## src/rtl/uart_rx.sv

```systemverilog
// 8N1 UART receiver: 2-flop input synchronizer, mid-bit sampling FSM,
// one-cycle strobes for a good byte (rx_valid) or a low stop bit (frame_err).
`timescale 1ns/1ps
module uart_rx #(
  parameter int unsigned FREQ_CLKIN = 100_000_000,
  parameter int unsigned BAUD_RATE  = 115200
) (
  input  logic       clk,
  input  logic       rst_n,
  input  logic       rxd,
  output logic [7:0] rx_data,
  output logic       rx_valid,
  output logic       frame_err,
  output logic       busy
);

  localparam int unsigned CLKS_PER_BIT = FREQ_CLKIN / BAUD_RATE;
  localparam int unsigned HALF_BIT     = CLKS_PER_BIT / 2;
  localparam int unsigned CNT_WIDTH    = $clog2(CLKS_PER_BIT);

  localparam logic [CNT_WIDTH-1:0] CNT_HALF_END = CNT_WIDTH'(HALF_BIT - 1);
  localparam logic [CNT_WIDTH-1:0] CNT_BIT_END  = CNT_WIDTH'(CLKS_PER_BIT - 1);

  typedef enum logic [2:0] {
    S_IDLE,
    S_START,
    S_DATA,
    S_STOP,
    S_BREAK
  } state_e;

  state_e               state_q, state_d;
  logic [1:0]           sync_q, sync_d;
  logic [CNT_WIDTH-1:0] cnt_q, cnt_d;
  logic [2:0]           bit_idx_q, bit_idx_d;
  logic [7:0]           shift_q, shift_d;
  logic [7:0]           rx_data_q, rx_data_d;
  logic                 rx_valid_q, rx_valid_d;
  logic                 frame_err_q, frame_err_d;
  logic                 busy_q, busy_d;
  logic                 rx_sync;

  assign rx_sync = sync_q[1];

  // Register bank
  always_ff @(posedge clk) begin
    if (!rst_n) begin
      state_q     <= S_IDLE;
      sync_q      <= 2'b11;
      cnt_q       <= '0;
      bit_idx_q   <= '0;
      shift_q     <= '0;
      rx_data_q   <= '0;
      rx_valid_q  <= 1'b0;
      frame_err_q <= 1'b0;
      busy_q      <= 1'b0;
    end else begin
      state_q     <= state_d;
      sync_q      <= sync_d;
      cnt_q       <= cnt_d;
      bit_idx_q   <= bit_idx_d;
      shift_q     <= shift_d;
      rx_data_q   <= rx_data_d;
      rx_valid_q  <= rx_valid_d;
      frame_err_q <= frame_err_d;
      busy_q      <= busy_d;
    end
  end

  // Next-state and output logic
  always_comb begin
    state_d     = state_q;
    sync_d      = {sync_q[0], rxd};
    cnt_d       = cnt_q + CNT_WIDTH'(1);
    bit_idx_d   = bit_idx_q;
    shift_d     = shift_q;
    rx_data_d   = rx_data_q;
    rx_valid_d  = 1'b0;
    frame_err_d = 1'b0;

    unique case (state_q)
      S_IDLE: begin
        cnt_d = '0;
        if (!rx_sync) state_d = S_START;
      end
      S_START: begin
        if (cnt_q == CNT_HALF_END) state_d = rx_sync ? S_IDLE : S_DATA;
      end
      S_DATA: begin
        if (cnt_q == CNT_BIT_END) begin
          cnt_d     = '0;
          shift_d   = {rx_sync, shift_q[7:1]};
          bit_idx_d = bit_idx_q + 3'd1;
          if (bit_idx_q == 3'd7) state_d = S_STOP;
        end
      end
      S_STOP: begin
        if (cnt_q == CNT_BIT_END) begin
          if (rx_sync) begin
            rx_data_d  = shift_q;
            rx_valid_d = 1'b1;
            state_d    = S_IDLE;
          end else begin
            frame_err_d = 1'b1;
            state_d     = S_BREAK;
          end
        end
      end
      S_BREAK: begin
        cnt_d = '0;
        if (rx_sync) state_d = S_IDLE;
      end
      default: state_d = S_IDLE;
    endcase

    // Counter and bit index restart on every state change
    if (state_d != state_q) begin
      cnt_d     = '0;
      bit_idx_d = '0;
    end

    busy_d = (state_d != S_IDLE);
  end

  assign rx_data   = rx_data_q;
  assign rx_valid  = rx_valid_q;
  assign frame_err = frame_err_q;
  assign busy      = busy_q;

endmodule
```

## config.mk

```make
export PLATFORM = sky130hd
export DESIGN_NAME = uart_rx
export DESIGN_NICKNAME = d
export VERILOG_FILES = /design/src/rtl/uart_rx.sv
export SDC_FILE = /design/constraint.sdc
export NUM_CORES = 1
export LEC_CHECK = 0
export ABC_AREA = 1
export CORE_UTILIZATION = 53
export CTS_BUF_LIST = sky130_fd_sc_hd__clkbuf_8
export CTS_CLUSTER_SIZE = 40
export DETAILED_ROUTE_END_ITERATION = 6
export PLACE_DENSITY = 0.86
export SLEW_MARGIN = 10
export SYNTH_ARGS = -nofsm -noshare
export SYNTH_HDL_FRONTEND = slang
export SYNTH_SLANG_ARGS = --single-unit
export TNS_END_PERCENT = 5
```

## constraint.sdc

```tcl
create_clock -name clk -period 1.6 [get_ports clk]
set_input_delay 0.32 -clock clk [delete_from_list [all_inputs] [get_ports clk]]
set_output_delay 0.32 -clock clk [all_outputs]
set_load 0.01 [all_outputs]
```

==> results.sh, run 1 <==
export IMPL_status="complete, but fails checks"
export IMPL_violations="DRC, setup timing"
export IMPL_grt_ovfl_total=0
export IMPL_ant_nets=0
export IMPL_fill_cells=218
export IMPL_first_pass_iters=6
export IMPL_diodes=0
export IMPL_grt_usage_pct=20.39
export IMPL_p_leak_uw=0.0008557
export IMPL_cp_slowest_stage_delay_ns=0.35
export IMPL_core_area_mm2=0.002805
export IMPL_clockRootBuffer="clkbuf_8"
export IMPL_drcViolationCount=2
export IMPL_finClkSkew_ns=0.006007
export IMPL_yosysMostFrequentCell="nor2_1"
export IMPL_viasPerCell=4.993
export IMPL_io_pins=14
export IMPL_htreeDepth=2
export IMPL_yosysTopAreaCell="dfxtp_1"
export IMPL_cp_start_kind="flip-flop"
export IMPL_rsz0062_at_grt="true"
export IMPL_numCtsBuffers=5
export IMPL_slew_headroom_pct=81.97
export IMPL_met3_usage_pct=7.604
export IMPL_met1_usage_pct=21.14
export IMPL_top_usage_layer="met2"
export IMPL_ys_top_cells_by_area="dfxtp_1, nor2_1, nand2_1, o21ai_0, inv_1"
export IMPL_grt_pass1_wl_mm=4.892
export IMPL_clk_pin_slew_worst_paths_ns=0.07
export IMPL_initial_utilization_pct=56.78
export IMPL_insertion_delay_ns=0.29
export IMPL_power_density_mw_per_mm2=852.8
export IMPL_die_area_mm2=0.003229
export IMPL_use_met2_pct=34.52
export IMPL_synth_edf_count=0
export IMPL_hold_viol=0
export IMPL_routedWlPerCell_um=10.98
export IMPL_post_place_cells=269
export IMPL_cp_arrival_ns=1.80
export IMPL_synth_flop_cell="dfxtp_1"
export IMPL_cp_max_fo=13
export IMPL_cp_end_kind="flip-flop"
export IMPL_fmax_ghz=0.6207
export IMPL_vias=1383
export IMPL_nets=252
export IMPL_critPathKind="flip-flop to flip-flop"
export IMPL_clock_sinks=37
export IMPL_gp_congestion=0.9501
export IMPL_setup_ws_ns=-0.01110
export IMPL_ys_warn_count=0
export IMPL_critPathRequiredTime_ns=1.79
export IMPL_area_delta_synth_final_pct=27.42
export IMPL_fin_crit_sh_pct=100.7
export IMPL_final_cells=277
export IMPL_synth_distinct_cells=25
export IMPL_tightest_slew_ns=0.2694
export IMPL_crit_chain="buf_4 > ha_1 > nand2_1 > nor2_1 > nand3_1 > nand3b_1 > nand3_1 > nor2_2 > nand2_2 > buf_12 > nor2_2"
export IMPL_synth_area_mm2=0.001593
export IMPL_seqCellArea_um2=745.7
export IMPL_post_cts_buffers=0
export IMPL_cp_slowest_cell="dfxtp_2"
export IMPL_grt_max_degree=19
export IMPL_rows=19
export IMPL_maxCapViolations=0
export IMPL_synth_top_area_share_pct=46.50
export IMPL_die_y_um=56.82
export IMPL_multi_input_area_um2=802.0
export IMPL_drive_gt1_share_pct=24.39
export IMPL_grt_pass1_vias=1241
export IMPL_antenna_found_initial=0
export IMPL_clockBufferDepth=2
export IMPL_hp_class="flip-flop to flip-flop"
export IMPL_min_period_ns=1.611
export IMPL_die_w_um=56.82
export IMPL_synth_nets=222
export IMPL_cp_top_family="simple AND/OR/NAND/NOR gates"
export IMPL_synth_seq_cells=37
export IMPL_synthCells=215
export IMPL_critPathBufInv=2
export IMPL_io_buffers=13
export IMPL_async_flop_share_pct=0
export IMPL_first_iter_violations=39
export IMPL_finalSetupViolations=9
export IMPL_synth_common_cells="nor2_1, dfxtp_1, nand2_1"
export IMPL_tns_ns=-0.04803
export IMPL_post_dp_hpwl_mm=2.108
export IMPL_synth_avg_cell_area_um2=7.408
export IMPL_totalWireLength_mm=3.042
export IMPL_drv_slew=0
export IMPL_yosysSeqAreaShare_pct=46.50
export IMPL_cts_tree="yes"
export IMPL_ir_drop_mv=0.6469
-- final cells by class --
class,instances,share of cell area [%]
clock buffer,7,4.747
clock inverter,1,0.2466
inverter,25,4.624
multi-input combinational,149,39.52
sequential,37,36.74
tap,31,1.911
timing repair buffer,27,12.21
-- state kept, by name (all words and copies together), names as in the netlist --
signal	cells
busy	1
cnt_q	10
rx_valid	1
sync_q	2
state_q	3
frame_err	1
shift_q	8
rx_data	8
bit_idx_q	3
-- per-stage QoR --
stage | utilization, % | instance area, um^2 | power [uW] | hold slack [ns] | worst slack, ns
detailed placement | 66.15 | 1856 | 1040 | 0.4036 | -0.05198
CTS | 70.65 | 1982 | 1741 | 0.4227 | 0.008789
global route | 72.35 | 2029 | 1787 | 0.4240 | -0.07831
finish | 72.35 | 2029 | 1731 | 0.4171 | -0.01110
global placement | 66.15 | 1856 | 1038 | 0.4030 | 0.04986
floorplan | - | 1593 | 1002 | 0.3925 | 0.06260
-- cell families (layout without fill, tap and decap cells) --
| kind of cell | Yosys count | in the layout | synth area share (%) |
|---|---|---|---|
| XOR/XNOR | 2 | 2 | 1.100 |
| AND/OR/NAND/NOR | 118 | 118 | 33.39 |
| AO/OA/AOI/OAI | 25 | 25 | 8.484 |
| adder cells (fa/ha/maj) | 4 | 4 | 3.142 |
| buffers and inverters | 29 | 60 | 7.383 |
| flip-flops | 37 | 37 | 46.50 |
-- power by group --
| group | total [uW] | leakage [uW] | internal, uW | switching [uW] |
|---|---|---|---|---|
| Combinational | 94.0 | 0.000501 | 41.3 | 52.8 |
| Sequential | 928 | 0.000300 | 925 | 3.23 |
| Clock | 708 | 0.0000542 | 389 | 320 |
-- final timing paths --
kind                        start                   endpoint  slack (ns)  cells past startpoint
min          sync_q[0]$_SDFF_PN1_       sync_q[1]$_SDFF_PN1_        0.42                      1
max reg2reg   cnt_q[0]$_SDFF_PP0_  bit_idx_q[0]$_SDFFE_PP0P_       -0.01                     11
min reg2reg  sync_q[0]$_SDFF_PN1_       sync_q[1]$_SDFF_PN1_        0.42                      1
max           cnt_q[0]$_SDFF_PP0_  bit_idx_q[0]$_SDFFE_PP0P_       -0.01                     11
-- routing by layer --
metal | vias up | share of wire, %
li1 | 737 | -
met1 | 607 | 44
met2 | 32 | 49
met3 | 7 | 4.5
met4 | 0 | 2.4
met5 | - | 0
-- placed cells by master (no fill, tap or decap), types with 2 or more instances in the layout --
master,count
inv_2,2
o21ai_1,3
nor2_2,18
nor3_1,3
o21ai_0,16
ha_1,3
nand3_1,13
inv_1,22
clkbuf_8,7
a21oi_1,2
o211ai_1,2
nor2_4,2
dfxtp_1,35
nand2_1,29
buf_4,13
nand2_2,4
or2_2,4
clkdlybuf4s50_1,13
nor2_1,39
nand3_2,2
-- what timing repair did --
item,in CTS,in global routing
gates resized for setup,8,17
hold buffers,0,0
pin swaps,2,1
setup endpoints to repair,16,25
-- worst reg2reg max path, stage by stage (launching register included) --
cell and delay (ns):
dfxtp_2 0.35, buf_4 0.12, ha_1 0.14, nand2_1 0.05, nor2_1 0.08, nand3_1 0.10
nand3b_1 0.22, nand3_1 0.12, nor2_2 0.05, nand2_2 0.07, buf_12 0.15, nor2_2 0.04
(Power assumes the default switching activity.)
==> inputs of run 2 (changes only) <==
--- a/config.mk
+++ b/config.mk
@@ -6,11 +6,11 @@
 export NUM_CORES = 1
 export LEC_CHECK = 0
 export ABC_AREA = 1
-export CORE_UTILIZATION = 53
+export CORE_UTILIZATION = 35
 export CTS_BUF_LIST = sky130_fd_sc_hd__clkbuf_8
 export CTS_CLUSTER_SIZE = 40
 export DETAILED_ROUTE_END_ITERATION = 6
-export PLACE_DENSITY = 0.86
+export PLACE_DENSITY = 0.64
 export SLEW_MARGIN = 10
 export SYNTH_ARGS = -nofsm -noshare
 export SYNTH_HDL_FRONTEND = slang
==> results.sh, run 2 (synthesized netlist as in run 1, its figures left out) <==
export IMPL_fin_crit_sh_pct=102.7
export IMPL_switching_share_pct=18.88
export IMPL_combinationalPowerShare_pct=4.6
export IMPL_rows=24
export IMPL_drcViolationCount=0
export IMPL_grt_max_degree=19
export IMPL_totalWireLength_mm=2.824
export IMPL_wl_met2_mm=1.264
export IMPL_cp_start_kind="flip-flop"
export IMPL_cp_max_fo=13
export IMPL_routedWlPerCell_um=9.445
export IMPL_final_cell_mix="nor2_1, dfxtp_1, nand2_1"
export IMPL_rsz0062_at_grt="true"
export IMPL_vias=1351
export IMPL_largest_reg_flops=10
export IMPL_ir_drop_mv=0.4443
export IMPL_grt_ovfl_total=0
export IMPL_whs_endpoint="sync_q[1]$_SDFF_PN1_"
export IMPL_post_dp_hpwl_mm=2.061
export IMPL_io_buffers=13
export IMPL_die_area_mm2=0.004825
export IMPL_min_period_ns=1.643
export IMPL_insertion_delay_ns=0.28
export IMPL_reg2reg_slack_ns=-0.04
export IMPL_nets=253
export IMPL_post_place_cells=290
export IMPL_p_leak_uw=0.0008666
export IMPL_first_iter_violations=74
export IMPL_power_uw=1956
export IMPL_clock_sinks=37
export IMPL_finalSetupViolations=13
export IMPL_grt_pass1_vias=1191
export IMPL_finClkSkew_ns=0.004370
export IMPL_hp_class="flip-flop to flip-flop"
export IMPL_power_density_mw_per_mm2=960.7
export IMPL_gp_congestion=0.8843
export IMPL_core_area_mm2=0.004354
export IMPL_largest_register="cnt_q"
export IMPL_drv_slew=0
export IMPL_critPathRequiredTime_ns=1.78
export IMPL_p_seq_share_pct=47.6
export IMPL_critPathKind="flip-flop to flip-flop"
export IMPL_hp_start="sync_q[0]$_SDFF_PN1_"
export IMPL_first_pass_iters=4
export IMPL_clkPwrFrac_pct=47.8
export IMPL_setup_ws_ns=-0.04348
export IMPL_initial_utilization_pct=36.58
export IMPL_htreeDepth=2
export IMPL_internal_power_uw=1586
export IMPL_viasPerCell=4.518
export IMPL_die_w_um=69.46
export IMPL_ctsHoldBuffers=0
export IMPL_ant_nets=0
export IMPL_r2r_cells=11
export IMPL_violations="setup timing"
export IMPL_hold_viol=0
export IMPL_diodes=0
export IMPL_rr_endpoint="cnt_q[0]$_SDFF_PP0_"
export IMPL_clockRootBuffer="clkbuf_8"
export IMPL_area_delta_synth_final_pct=27.81
export IMPL_grt_pass1_wl_mm=4.885
export IMPL_tns_ns=-0.4436
export IMPL_cts_tree="yes"
export IMPL_die_y_um=69.46
export IMPL_r2r_start="cnt_q[1]$_SDFF_PP0_"
export IMPL_fmax_ghz=0.6085
export IMPL_grt_usage_pct=12.64
export IMPL_dp_slack_ns=-0.05743
export IMPL_hold_depth=1
export IMPL_topRoutingLayerUsed="met4"
export IMPL_drive_gt1_share_pct=20.65
export IMPL_wl_met3_um=127
export IMPL_cp_end_kind="flip-flop"
export IMPL_m1WireLength_mm=1.386
export IMPL_cp_arrival_ns=1.82
export IMPL_io_pins=14
export IMPL_hold_ws_ns=0.4154
export IMPL_status="complete, but fails checks"
export IMPL_maxCapViolations=0
export IMPL_tightest_slew_ns=0.2446
export IMPL_numCtsBuffers=5
export IMPL_slew_headroom_pct=83.52
export IMPL_final_cells=299
export IMPL_antenna_found_initial=0
export IMPL_clockBufferDepth=2
export IMPL_final_common_cell="nor2_1"
export IMPL_clk_pin_slew_worst_paths_ns=0.07
export IMPL_switchingPower_uw=369.2
run 2: worst max-delay path by stage:
stage,end,from,depth (start not counted),slack [ns]
3_3_place_gp,bit_idx_q[2]$_SDFFE_PP0P_,cnt_q[1]$_SDFF_PP0_,11,-0.03
6_report,cnt_q[0]$_SDFF_PP0_,cnt_q[1]$_SDFF_PP0_,11,-0.04
3_5_place_dp,rx_data[4]$_SDFFE_PN0P_,cnt_q[1]$_SDFF_PP0_,9,-0.06
4_1_cts,bit_idx_q[0]$_SDFFE_PP0P_,cnt_q[1]$_SDFF_PP0_,11,-0.01
2_1_floorplan,cnt_q[5]$_SDFF_PP0_,cnt_q[0]$_SDFF_PP0_,12,0.06
5_1_grt,cnt_q[0]$_SDFF_PP0_,cnt_q[1]$_SDFF_PP0_,12,-0.18
run 2: worst max-delay path, cell delays in order (launching register included):
cell	delay [ns]
dfxtp_2	0.34
ha_2	0.18
nand2_1	0.07
nor2_2	0.09
nand3_2	0.11
nor2_1	0.22
nand3_1	0.10
nand3_1	0.10
nor2_2	0.05
nand2_2	0.07
buf_12	0.15
nor2_1	0.04
run 2: cell type report:
type | instances | area (um^2)
clock buffers | 5 | 68.82
clock inverters | 3 | 65.06
fillers | 458 | 2318
inverters | 25 | 96.34
multi-input cells | 149 | 742.0
flip-flops and latches | 37 | 743.2
well taps | 52 | 65.06
repair buffers | 28 | 255.2
run 2: power by group through the flow:
stage | Sequential (uW) | Clock [uW] | Combinational [uW]
floorplan | 951 | 0 | 51.4
global placement | 951 | 0 | 91.0
detailed placement | 951 | 0 | 91.2
CTS | 929 | 966 | 91.6
global route | 930 | 1000 | 98.9
finish | 930 | 935 | 89.9
run 2: repair_timing:
action / CTS / global route
endpoints found under the setup margin: 26 / 31
pin swaps: 0 / 1
setup buffers: 0 / 1
gates cloned: 0 / 0
resized for setup: 2 / 6
run 2: routing by layer:
layer | global-route usage, % | vias up
met4 | 5.442 | 0
li1 | - | 733
met3 | 4.360 | 6
met2 | 19.63 | 24
met5 | 0 | -
met1 | 15.86 | 588
run 2: through the flow:
stage	cell area, um^2	utilization (%)
after CTS	2017	46.32
after detailed placement	1882	43.22
after global placement	1882	43.22
after floorplan	1593	-
final	2036	46.75
after global routing	2036	46.75
==> inputs of run 3 (changes only) <==
--- a/config.mk
+++ b/config.mk
@@ -8,6 +8,7 @@
 export ABC_AREA = 1
 export CORE_UTILIZATION = 35
 export CTS_BUF_LIST = sky130_fd_sc_hd__clkbuf_8
+export CTS_CLUSTER_DIAMETER = 50
 export CTS_CLUSTER_SIZE = 40
 export DETAILED_ROUTE_END_ITERATION = 6
 export PLACE_DENSITY = 0.64
==> results of run 3 <==
Same layout as run 2: the final DEF is identical, and so are final timing and power.
